<file path="src/rtl/muldiv_seq_if.sv">
// EX-stage <-> multiply/divide sequencer bundle: instruction request in, stall/done and HI/LO out.
// The EX stage drives the master side; the sequencer implements the slave side.
interface muldiv_seq_if;
  logic        start;
  logic        flush;
  logic [5:0]  funct;
  logic [31:0] operand_1;
  logic [31:0] operand_2;
  logic        stall_req;
  logic        done;
  logic [31:0] hi;
  logic [31:0] lo;

  modport master (
    output start, flush, funct, operand_1, operand_2,
    input  stall_req, done, hi, lo
  );

  modport slave (
    input  start, flush, funct, operand_1, operand_2,
    output stall_req, done, hi, lo
  );
endinterface

</file>
<file path="src/rtl/muldiv_seq.sv">
// HI/LO owner running 1-cycle MULT/MULTU and 32-step restoring DIV/DIVU; done at T+2 (mul), T+34 (div), T+1 (div by 0).
// Backpressure: stall_req holds IF/ID/EX from acceptance until the DONE cycle; flush aborts to IDLE with no write.
module muldiv_seq #(
  parameter int DIV_ITER = 32
) (
  input  logic        clk,
  input  logic        rst_n,
  muldiv_seq_if.slave bus
);

  localparam logic [5:0] F_MULT  = 6'h18;
  localparam logic [5:0] F_MULTU = 6'h19;
  localparam logic [5:0] F_DIV   = 6'h1A;
  localparam logic [5:0] F_DIVU  = 6'h1B;
  localparam logic [5:0] F_MTHI  = 6'h11;
  localparam logic [5:0] F_MTLO  = 6'h13;
  localparam logic [4:0] CNT_LAST = 5'(DIV_ITER - 1);

  typedef enum logic [2:0] {
    S_IDLE = 3'd0,
    S_MUL  = 3'd1,
    S_DIV  = 3'd2,
    S_FIX  = 3'd3,
    S_DONE = 3'd4
  } state_t;

  state_t      state, state_nxt;
  logic [4:0]  cnt;
  logic [31:0] op_a, op_b, rem, quot, hi_q, lo_q;
  logic        mul_sgn, neg_q, neg_r, done_q;

  logic        is_mul, is_div, div_zero;
  logic [31:0] dividend_abs, divisor_abs;
  logic [63:0] mul_a, mul_b, product;
  logic [32:0] rem_sh;
  logic        take;
  logic [31:0] rem_sub;

  assign is_mul   = (bus.funct == F_MULT) || (bus.funct == F_MULTU);
  assign is_div   = (bus.funct == F_DIV)  || (bus.funct == F_DIVU);
  assign div_zero = (bus.operand_2 == 32'd0);

  assign dividend_abs = ((bus.funct == F_DIV) && bus.operand_1[31]) ? -bus.operand_1 : bus.operand_1;
  assign divisor_abs  = ((bus.funct == F_DIV) && bus.operand_2[31]) ? -bus.operand_2 : bus.operand_2;

  // Sign-extending by the latched flag lets one unsigned 64-bit multiply serve both MULT and MULTU.
  assign mul_a   = {{32{mul_sgn & op_a[31]}}, op_a};
  assign mul_b   = {{32{mul_sgn & op_b[31]}}, op_b};
  assign product = mul_a * mul_b;

  // The bit shifted out of rem is kept so divisors >= 2^31 still compare correctly.
  assign rem_sh  = {rem, quot[31]};
  assign take    = (rem_sh >= {1'b0, op_b});
  assign rem_sub = rem_sh[31:0] - op_b;

  always_ff @(posedge clk or negedge rst_n) begin
    if (!rst_n) begin
      state <= S_IDLE;
    end else begin
      state <= state_nxt;
    end
  end

  always_comb begin
    state_nxt     = state;
    bus.stall_req = 1'b0;
    case (state)
      S_IDLE: begin
        if (bus.start) begin
          if (is_mul) begin
            state_nxt = S_MUL;
          end else if (is_div) begin
            state_nxt = div_zero ? S_DONE : S_DIV;
          end
        end
        bus.stall_req = bus.start & (is_mul | is_div);
      end
      S_MUL: begin
        state_nxt     = S_DONE;
        bus.stall_req = 1'b1;
      end
      S_DIV: begin
        if (cnt == CNT_LAST) begin
          state_nxt = S_FIX;
        end
        bus.stall_req = 1'b1;
      end
      S_FIX: begin
        state_nxt     = S_DONE;
        bus.stall_req = 1'b1;
      end
      S_DONE: begin
        state_nxt = S_IDLE;
      end
      default: begin
        state_nxt = S_IDLE;
      end
    endcase
    if (bus.flush) begin
      state_nxt     = S_IDLE;
      bus.stall_req = 1'b0;
    end
  end

  always_ff @(posedge clk or negedge rst_n) begin
    if (!rst_n) begin
      cnt     <= '0;
      op_a    <= '0;
      op_b    <= '0;
      rem     <= '0;
      quot    <= '0;
      hi_q    <= '0;
      lo_q    <= '0;
      mul_sgn <= 1'b0;
      neg_q   <= 1'b0;
      neg_r   <= 1'b0;
      done_q  <= 1'b0;
    end else begin
      done_q <= (state_nxt == S_DONE);
      if (!bus.flush) begin
        case (state)
          S_IDLE: begin
            if (bus.start) begin
              case (bus.funct)
                F_MULT, F_MULTU: begin
                  op_a    <= bus.operand_1;
                  op_b    <= bus.operand_2;
                  mul_sgn <= (bus.funct == F_MULT);
                end
                F_DIV, F_DIVU: begin
                  if (!div_zero) begin
                    quot  <= dividend_abs;
                    op_b  <= divisor_abs;
                    rem   <= '0;
                    cnt   <= '0;
                    neg_q <= (bus.funct == F_DIV) & (bus.operand_1[31] ^ bus.operand_2[31]);
                    neg_r <= (bus.funct == F_DIV) & bus.operand_1[31];
                  end
                end
                F_MTHI:  hi_q <= bus.operand_1;
                F_MTLO:  lo_q <= bus.operand_1;
                default: ;
              endcase
            end
          end
          S_MUL: begin
            {hi_q, lo_q} <= product;
          end
          S_DIV: begin
            rem  <= take ? rem_sub : rem_sh[31:0];
            quot <= {quot[30:0], take};
            cnt  <= cnt + 5'd1;
          end
          S_FIX: begin
            lo_q <= neg_q ? -quot : quot;
            hi_q <= neg_r ? -rem : rem;
          end
          default: ;
        endcase
      end
    end
  end

  assign bus.done = done_q;
  assign bus.hi   = hi_q;
  assign bus.lo   = lo_q;

endmodule

</file>
<file path="src/flat_wrapper.sv">
// flat-port wrapper written by rule: the top's interface ports become plain ports
module muldiv_seq_flat 
#(
  parameter int DIV_ITER = 32
)
  (clk, rst_n, bus_start, bus_flush, bus_funct, bus_operand_1, bus_operand_2, bus_stall_req, bus_done, bus_hi, bus_lo);
  muldiv_seq_if bus_i ();
  input  logic clk;
  input  logic rst_n;
  input wire logic [$bits(bus_i.start)-1:0] bus_start;
  input wire logic [$bits(bus_i.flush)-1:0] bus_flush;
  input wire logic [$bits(bus_i.funct)-1:0] bus_funct;
  input wire logic [$bits(bus_i.operand_1)-1:0] bus_operand_1;
  input wire logic [$bits(bus_i.operand_2)-1:0] bus_operand_2;
  output wire logic [$bits(bus_i.stall_req)-1:0] bus_stall_req;
  output wire logic [$bits(bus_i.done)-1:0] bus_done;
  output wire logic [$bits(bus_i.hi)-1:0] bus_hi;
  output wire logic [$bits(bus_i.lo)-1:0] bus_lo;
  assign bus_i.start = bus_start;
  assign bus_i.flush = bus_flush;
  assign bus_i.funct = bus_funct;
  assign bus_i.operand_1 = bus_operand_1;
  assign bus_i.operand_2 = bus_operand_2;
  assign bus_stall_req = bus_i.stall_req;
  assign bus_done = bus_i.done;
  assign bus_hi = bus_i.hi;
  assign bus_lo = bus_i.lo;
  muldiv_seq #(.DIV_ITER(DIV_ITER)) u_core (.clk(clk), .rst_n(rst_n), .bus(bus_i));
endmodule
</file>
<file path="config.mk">
export PLATFORM = sky130hd
export DESIGN_NAME = muldiv_seq_flat
export DESIGN_NICKNAME = d
export VERILOG_FILES = /design/src/rtl/muldiv_seq_if.sv /design/src/rtl/muldiv_seq.sv /design/src/flat_wrapper.sv
export SDC_FILE = /design/constraint.sdc
export NUM_CORES = 2
export LEC_CHECK = 0
export CORE_MARGIN = 3
export CORE_UTILIZATION = 60
export DETAILED_ROUTE_END_ITERATION = 10
export PLACE_DENSITY = 0.81
export SYNTH_ARGS = -nofsm -noshare
export SYNTH_HDL_FRONTEND = slang
export SYNTH_SLANG_ARGS = --single-unit
</file>
<file path="constraint.sdc">
create_clock -name clk -period 16.7 [get_ports clk]
set_input_delay 1.67 -clock clk [delete_from_list [all_inputs] [get_ports clk]]
set_output_delay 1.67 -clock clk [all_outputs]
set_load 0.01 [all_outputs]
</file>
Yosys cells after proc, flatten, opt, wreduce, memory -nomap -nowiden
Index checks and enable logic that the tools add are counted.
{"block": "word_totals", "output_inout_bits": 66, "regBits": 204, "elab_cells": 99}
{"block": "op_classes", "reduce_logical": 19, "multipliers": 1, "n_lt_le_gt_ge": 1, "eq_ne": 17, "muxes": 34, "addsub": 6, "bitwise_logic": 9}
{"op": "2-to-1 mux 32 bit", "n": 16}
{"op": "one-hot mux 32 bit (2 select lines)", "n": 3}
{"op": "one-hot mux 32 bit (3 select lines)", "n": 2}
{"op": "negation 32 bit", "n": 4}
{"op": "multiplier 33 x 33 -> 64 bit", "n": 1}
{"op": "equality test 6 x 5 -> 1 bit, second input constant", "n": 6}
{"op": ">= comparator 33 x 32 -> 1 bit", "n": 1}
{"op": "zero test 32 bit", "n": 1}
{"op": "subtractor 32 bit", "n": 1}
{"op": "2-to-1 mux 3 bit", "n": 6}
{"op": "2-to-1 mux 5 bit", "n": 3}
{"op": "AND reduction 5 bit", "n": 3}
{"op": "!= test 2 bit, second input constant", "n": 6}
{"op": "AND reduction 4 bit", "n": 3}
{"op": "one-hot mux 5 bit (2 select lines)", "n": 1}
{"op": "one-hot mux 3 bit (3 select lines)", "n": 1}
{"op": "equality test 3 x 2 -> 1 bit, second input constant", "n": 2}
{"op": "OR reduction 2 bit", "n": 3}
{"op": "adder 5 x 1 -> 5 bit, second input constant", "n": 1}
{"op": "AND 1 bit", "n": 5}
{"op": "equality test 5 bit, second input constant", "n": 1}
{"op": "nonzero test 2 bit", "n": 2}
{"op": "equality test 3 x 1 -> 1 bit, second input constant", "n": 1}
{"op": "equality test 3 bit, second input constant", "n": 1}
{"op": "10 further kinds", "n": 13}

Depth between registers and ports, before layout
{"block": "logic_depth", "ltp_word": 8, "depth_mapped": 31, "mapped_depth_nobuf": 28}

Least setup slack after synthesis
No wires, ideal clock.
{"block": "synth_path", "path_kind": "flip-flop to flip-flop", "start": "register u_core.op_a[31]", "end": "register u_core.hi_q[26], in the netlist u_core.bus.hi[26]", "path_stages_with_launch": 31, "setup_slack_ns": 8.670, "required_ns": 16.562, "n_path_buf": 3, "arrival_ns": 7.892, "synth_period_minus_slack_ns": 8.030, "cell_sequence": "dfrtp_1 clkbuf_1 and2_1 clkbuf_1 nand2_1 inv_1 fa_1 inv_1 fa_1 inv_1 fa_1 fa_1 inv_1 fa_1 inv_1 fa_1 inv_1 fa_1 fa_1 inv_1 ha_1 clkbuf_1 a21o_1 a21o_1 a21o_1 a31o_2 and2_1 o221ai_1 nor3b_1 o31ai_1 o211ai_1"}
{"block": "synth_via", "elab_chain_len": 3}
{"item": "start, declared", "line": "muldiv_seq.sv:29", "rtl": "logic [31:0] op_a, op_b, rem, quot, hi_q, lo_q;"}
{"item": "start signal, assigned", "line": "muldiv_seq.sv:126", "rtl": "op_a <= bus.operand_1;"}
{"item": "AND 1 bit", "line": "muldiv_seq.sv:47", "rtl": "assign mul_a = {{32{mul_sgn & op_a[31]}}, op_a};"}
{"item": "multiplier 33 x 33 -> 64 bit *", "line": "muldiv_seq.sv:49", "rtl": "assign product = mul_a * mul_b;"}
{"item": "one-hot mux 32 bit (3 select lines) *", "line": "muldiv_seq.sv:121", "rtl": "case (state)"}
{"item": "end signal, assigned", "line": "muldiv_seq.sv:140", "rtl": "F_MTHI: hi_q <= bus.operand_1;"}
{"item": "end signal, assigned", "line": "muldiv_seq.sv:147", "rtl": "{hi_q, lo_q} <= product;"}
{"item": "end signal, assigned", "line": "muldiv_seq.sv:156", "rtl": "hi_q <= neg_r ? -rem : rem;"}
{"item": "end, declared", "line": "muldiv_seq.sv:29"}
Every way passes the cells marked *; elsewhere a longest branch is shown, timed or not.
A chain may end at the register's enable or synchronous reset.

Worst setup path in the final report
{"block": "layout_path", "start": "register u_core.mul_sgn", "end": "register u_core.hi_q[31], in the netlist u_core.bus.hi[31]"}
{"block": "layout_via", "elab_chain_len": 3, "word_cells_on_any_way": 4}
{"item": "start, declared", "line": "muldiv_seq.sv:30", "rtl": "logic mul_sgn, neg_q, neg_r, done_q;"}
{"item": "start signal, assigned", "line": "muldiv_seq.sv:128", "rtl": "mul_sgn <= (bus.funct == F_MULT);"}
{"item": "AND 1 bit, on equally long branches", "line": "muldiv_seq.sv:47, muldiv_seq.sv:48"}
{"item": "multiplier 33 x 33 -> 64 bit *", "line": "muldiv_seq.sv:49"}
{"item": "one-hot mux 32 bit (3 select lines) *", "line": "muldiv_seq.sv:121"}
Marked as above.

==> metrics.md <==
| Metric | Value |
|---|---|
| Status | complete, no violations |
| Detailed placement HPWL | 116000 um |
| Min-delay worst type | flip-flop to flip-flop |
| Initial antenna violation count | 2 |
| Startpoint Class | flip-flop |
| Total gr overflow | 0 |
| Main synth FF type | dfrtp_1 |
| IO Count | 140 |
| Post-CTS sizing | 0 |
| Worst-Margin Slew | 1.12 ns |
| Fin area | 0.0547 sq mm |
| Final period utilization | 0.562 |
| CTS tree | done |
| Largest delay share family, worst path | adder cells |
| GRT busiest layer | met2 |
| CTS H-tree lvls | 1 |
| Worst Setup SP | u_core.mul_sgn |
| Register area share after synthesis | 0.0989 |
| GR met2 Demand/Resource | 0.554 |
| Slowest cell on crit path | dfrtp_1 |
| Chip Height | 299 um |
| Global-route wire length before repair | 234000 um |
| Final layout net count | 7156 |
| Hold-fix buffers, CTS | 0 |
| Max Freq | 106 MHz |
| Worst-Skew Late Latency | 0.53 ns |
| Async SR Flop Fraction | 1.00 |
| Clock Sinks | 204 |
| Netlist cell types | 81 |
| Iteration-0 DRC Markers | 3580 |
| Mapped Area | 0.0516 sq mm |
| Slew Limit Fails | 0 |
| Clk_skew | 0.0216 ns |
| Drt first pass iters | 9 |
| WL final | 144000 um |
| Post-CTS setup buffer count | 0 |
| Final Wtd Congestion | 1.00 |
| Total track usage | 0.330 |
| Max_cap viols | 0 |
| Vias in the first global route | 43440 |
| Die area | 0.0896 sq mm |
| Die width | 299 um |
| Post-Synthesis Cells | 5804 |
| Mapped Nets | 7254 |
| Buf/Inv on CP | 5 |
| M3 GR Usage | 0.0521 |
| Flop2flop setup slack | 7.31 ns |
| Flop and latch count out of synthesis | 204 |
| Starting Density | 0.611 |
| Avg Inst Size Synth | 8.89 sq um |
| CP Max Fanout | 22 |
| Final TNS setup | 0 ns |
| Most used cell, CP | fa_1 |
| DR vias | 40668 |
| I/O Buffers | 139 |
| WHS Path Cells | 2 |
| Share of layout cells above drive strength 1 | 0.0388 |
| Final setup viols | 0 |
| DR WL/cell | 21.0 um |
| Largest net degree at the start of global routing | 80 |
| Synth warn | 0 |
| Vias per cell | 5.93 |
| FF-to-FF End | u_core.bus.hi[31] |
| Reg clk slew, reported paths | 0.07 ns |
| Core Rows | 106 |
| Minimum clock period | 9.39 ns |
| Endpoints failing hold | 0 |
| Area grow syn2layout | 5.91% |
| CP endpoint kind | flip-flop |
| CTS Buffer Depth | 3 |
| Post-layout util | 0.647 |
| Rel. slew slack | 0.250 |
| Met1 global-route usage | 0.426 |
| # DRC | 0 |
| Post-synth EDFFs | 0 |
| CP arrival | 9.86 ns |
| Worst hold path endpoint | u_core.bus.lo[1] |
| Post-route ant nets | 0 |
| R2r startpoint | u_core.mul_sgn |
| CP max stage delay | 0.88 ns |
| Core box area | 0.0845 sq mm |
| Fillers | 6830 |
| Critical path required time | 17.17 ns |
| RSZ-0062 raised after global routing | no |
| Root Buffer | clkbuf_16 |
| Worst Path Class, Setup | flip-flop to flip-flop |
| Worst Reg-to-Reg Cells | 26 |
| Placed instance area | 0.0537 sq mm |
| TritonCTS buffer count | 24 |
| Hold Startpoint | u_core.bus.lo[1] |
-- tightest hold or removal path: cells and delay by family, from the launching register on --
| family | cells | cell delay, ns |
|---|---|---|
| and+or+nand+nor | 1 | 0.04 |
| AOI/OAI and AO/OA | 1 | 0.06 |
| DFF | 1 | 0.34 |
-- routing by layer --
| metal | vias up | wire (um) |
|---|---|---|
| met5 | - | 11 |
| met4 | 2 | 8010 |
| met3 | 458 | 11800 |
| met2 | 1947 | 70400 |
| met1 | 20847 | 54000 |
| li1 | 17414 | - |
-- worst max path at each step --
stage	to	slack, ns	cells after the start
4_1_cts	u_core.bus.hi[26]	7.40	27
6_report	u_core.bus.hi[31]	7.31	26
5_1_grt	u_core.bus.hi[26]	6.84	27
3_5_place_dp	u_core.bus.hi[26]	7.43	27
2_1_floorplan	u_core.bus.hi[26]	8.67	30
3_3_place_gp	u_core.bus.hi[31]	7.76	26
-- cell type report --
type	count	area (sq um)	area share
Multi-Input combinational cell	4069	40800	0.746
Sequential cell	204	5110	0.0935
Inverter	1191	4470	0.0818
Timing Repair Buffer	216	1970	0.0361
Tap cell	1134	1420	0.0260
Clock buffer	28	657	0.0120
Clock inverter	16	267	0.00488
Antenna cell	1	2.50	0.0000458
-- synthesized netlist by cell type, types with 8 or more instances --
cell | instances | area, sq um
inv_1 | 1190 | 4470
o41ai_1 | 11 | 96.3
xor2_1 | 94 | 823
a21o_1 | 55 | 413
o21bai_1 | 9 | 67.6
nand4_1 | 20 | 125
nor4_1 | 13 | 81.3
or3_1 | 25 | 156
o31ai_1 | 36 | 270
and3_1 | 38 | 238
buf_2 | 8 | 40.0
o221a_2 | 17 | 191
o211ai_1 | 18 | 135
ha_1 | 250 | 3130
nor3_1 | 52 | 260
mux2_2 | 34 | 383
or2_2 | 15 | 93.8
nor2_1 | 178 | 668
nand2b_1 | 19 | 119
and2_1 | 352 | 2200
nand3_1 | 42 | 210
a21oi_1 | 185 | 926
clkbuf_1 | 320 | 1200
a222oi_1 | 12 | 120
o22ai_1 | 12 | 75.1
xnor2_1 | 120 | 1050
mux2i_1 | 27 | 270
or4_1 | 10 | 75.1
o21ai_0 | 167 | 836
a211oi_1 | 26 | 195
nor2b_1 | 19 | 119
o21a_1 | 15 | 113
dfrtp_1 | 204 | 5100
nand2_1 | 924 | 3470
a221oi_1 | 15 | 131
a211o_1 | 8 | 70.1
o21ai_1 | 9 | 45.0
fa_1 | 1126 | 22500
a31oi_1 | 19 | 119
-- cell families after synthesis --
| family | Yosys count | synth area share |
|---|---|---|
| compound gates | 681 | 0.0857 |
| xor+xnor | 214 | 0.0363 |
| flops | 204 | 0.0989 |
| buf+inv | 1531 | 0.112 |
| fa+ha+maj | 1376 | 0.497 |
| mux | 61 | 0.0127 |
| simple gates | 1737 | 0.157 |
-- cells in the final DEF (no fill, tap or decap), types with 12 or more instances in the layout --
| master | n |
|---|---|
| or2_2 | 15 |
| nor2b_1 | 19 |
| nand2_1 | 923 |
| a31oi_1 | 19 |
| nor2_1 | 177 |
| a21o_1 | 55 |
| clkbuf_16 | 25 |
| a221oi_1 | 15 |
| o221a_2 | 17 |
| xor2_1 | 94 |
| buf_4 | 77 |
| o211ai_1 | 18 |
| o31ai_1 | 36 |
| nor4_1 | 13 |
| nand4_1 | 20 |
| o22ai_1 | 12 |
| a222oi_1 | 12 |
| clkdlybuf4s50_1 | 138 |
| mux2i_1 | 27 |
| dfrtp_1 | 198 |
| mux2_2 | 34 |
| a21oi_1 | 185 |
| xnor2_1 | 120 |
| and2_1 | 352 |
| or3_1 | 25 |
| o21ai_0 | 167 |
| nand2b_1 | 16 |
| nor3_1 | 50 |
| ha_1 | 250 |
| and3_1 | 38 |
| nand3_1 | 41 |
| a211oi_1 | 26 |
| o21a_1 | 15 |
| inv_1 | 1190 |
| fa_1 | 1126 |
-- registers in the layout, summed over array words and instances (netlist names) --
name,count
u_core.bus.hi,32
u_core.bus.lo,32
u_core.op_a,32
u_core.op_b,32
u_core.quot,32
u_core.rem,32
u_core.cnt,5
u_core.state,3
u_core.bus.done,1
u_core.mul_sgn,1
u_core.neg_q,1
u_core.neg_r,1
-- per-stage QoR --
step / setup WS [ns] / instances / hold WS [ns]
2_1_floorplan: 8.67 / 5804 / 0.443
3_3_place_gp: 7.76 / 6814 / 0.460
3_5_place_dp: 7.43 / 6814 / 0.470
4_1_cts: 7.40 / 6858 / 0.483
5_1_grt: 6.84 / 6859 / 0.506
6_report: 7.31 / 6859 / 0.480
Power is not shown: default switching activity piles up to over one toggle a cycle in this logic, so the estimate is an artifact.
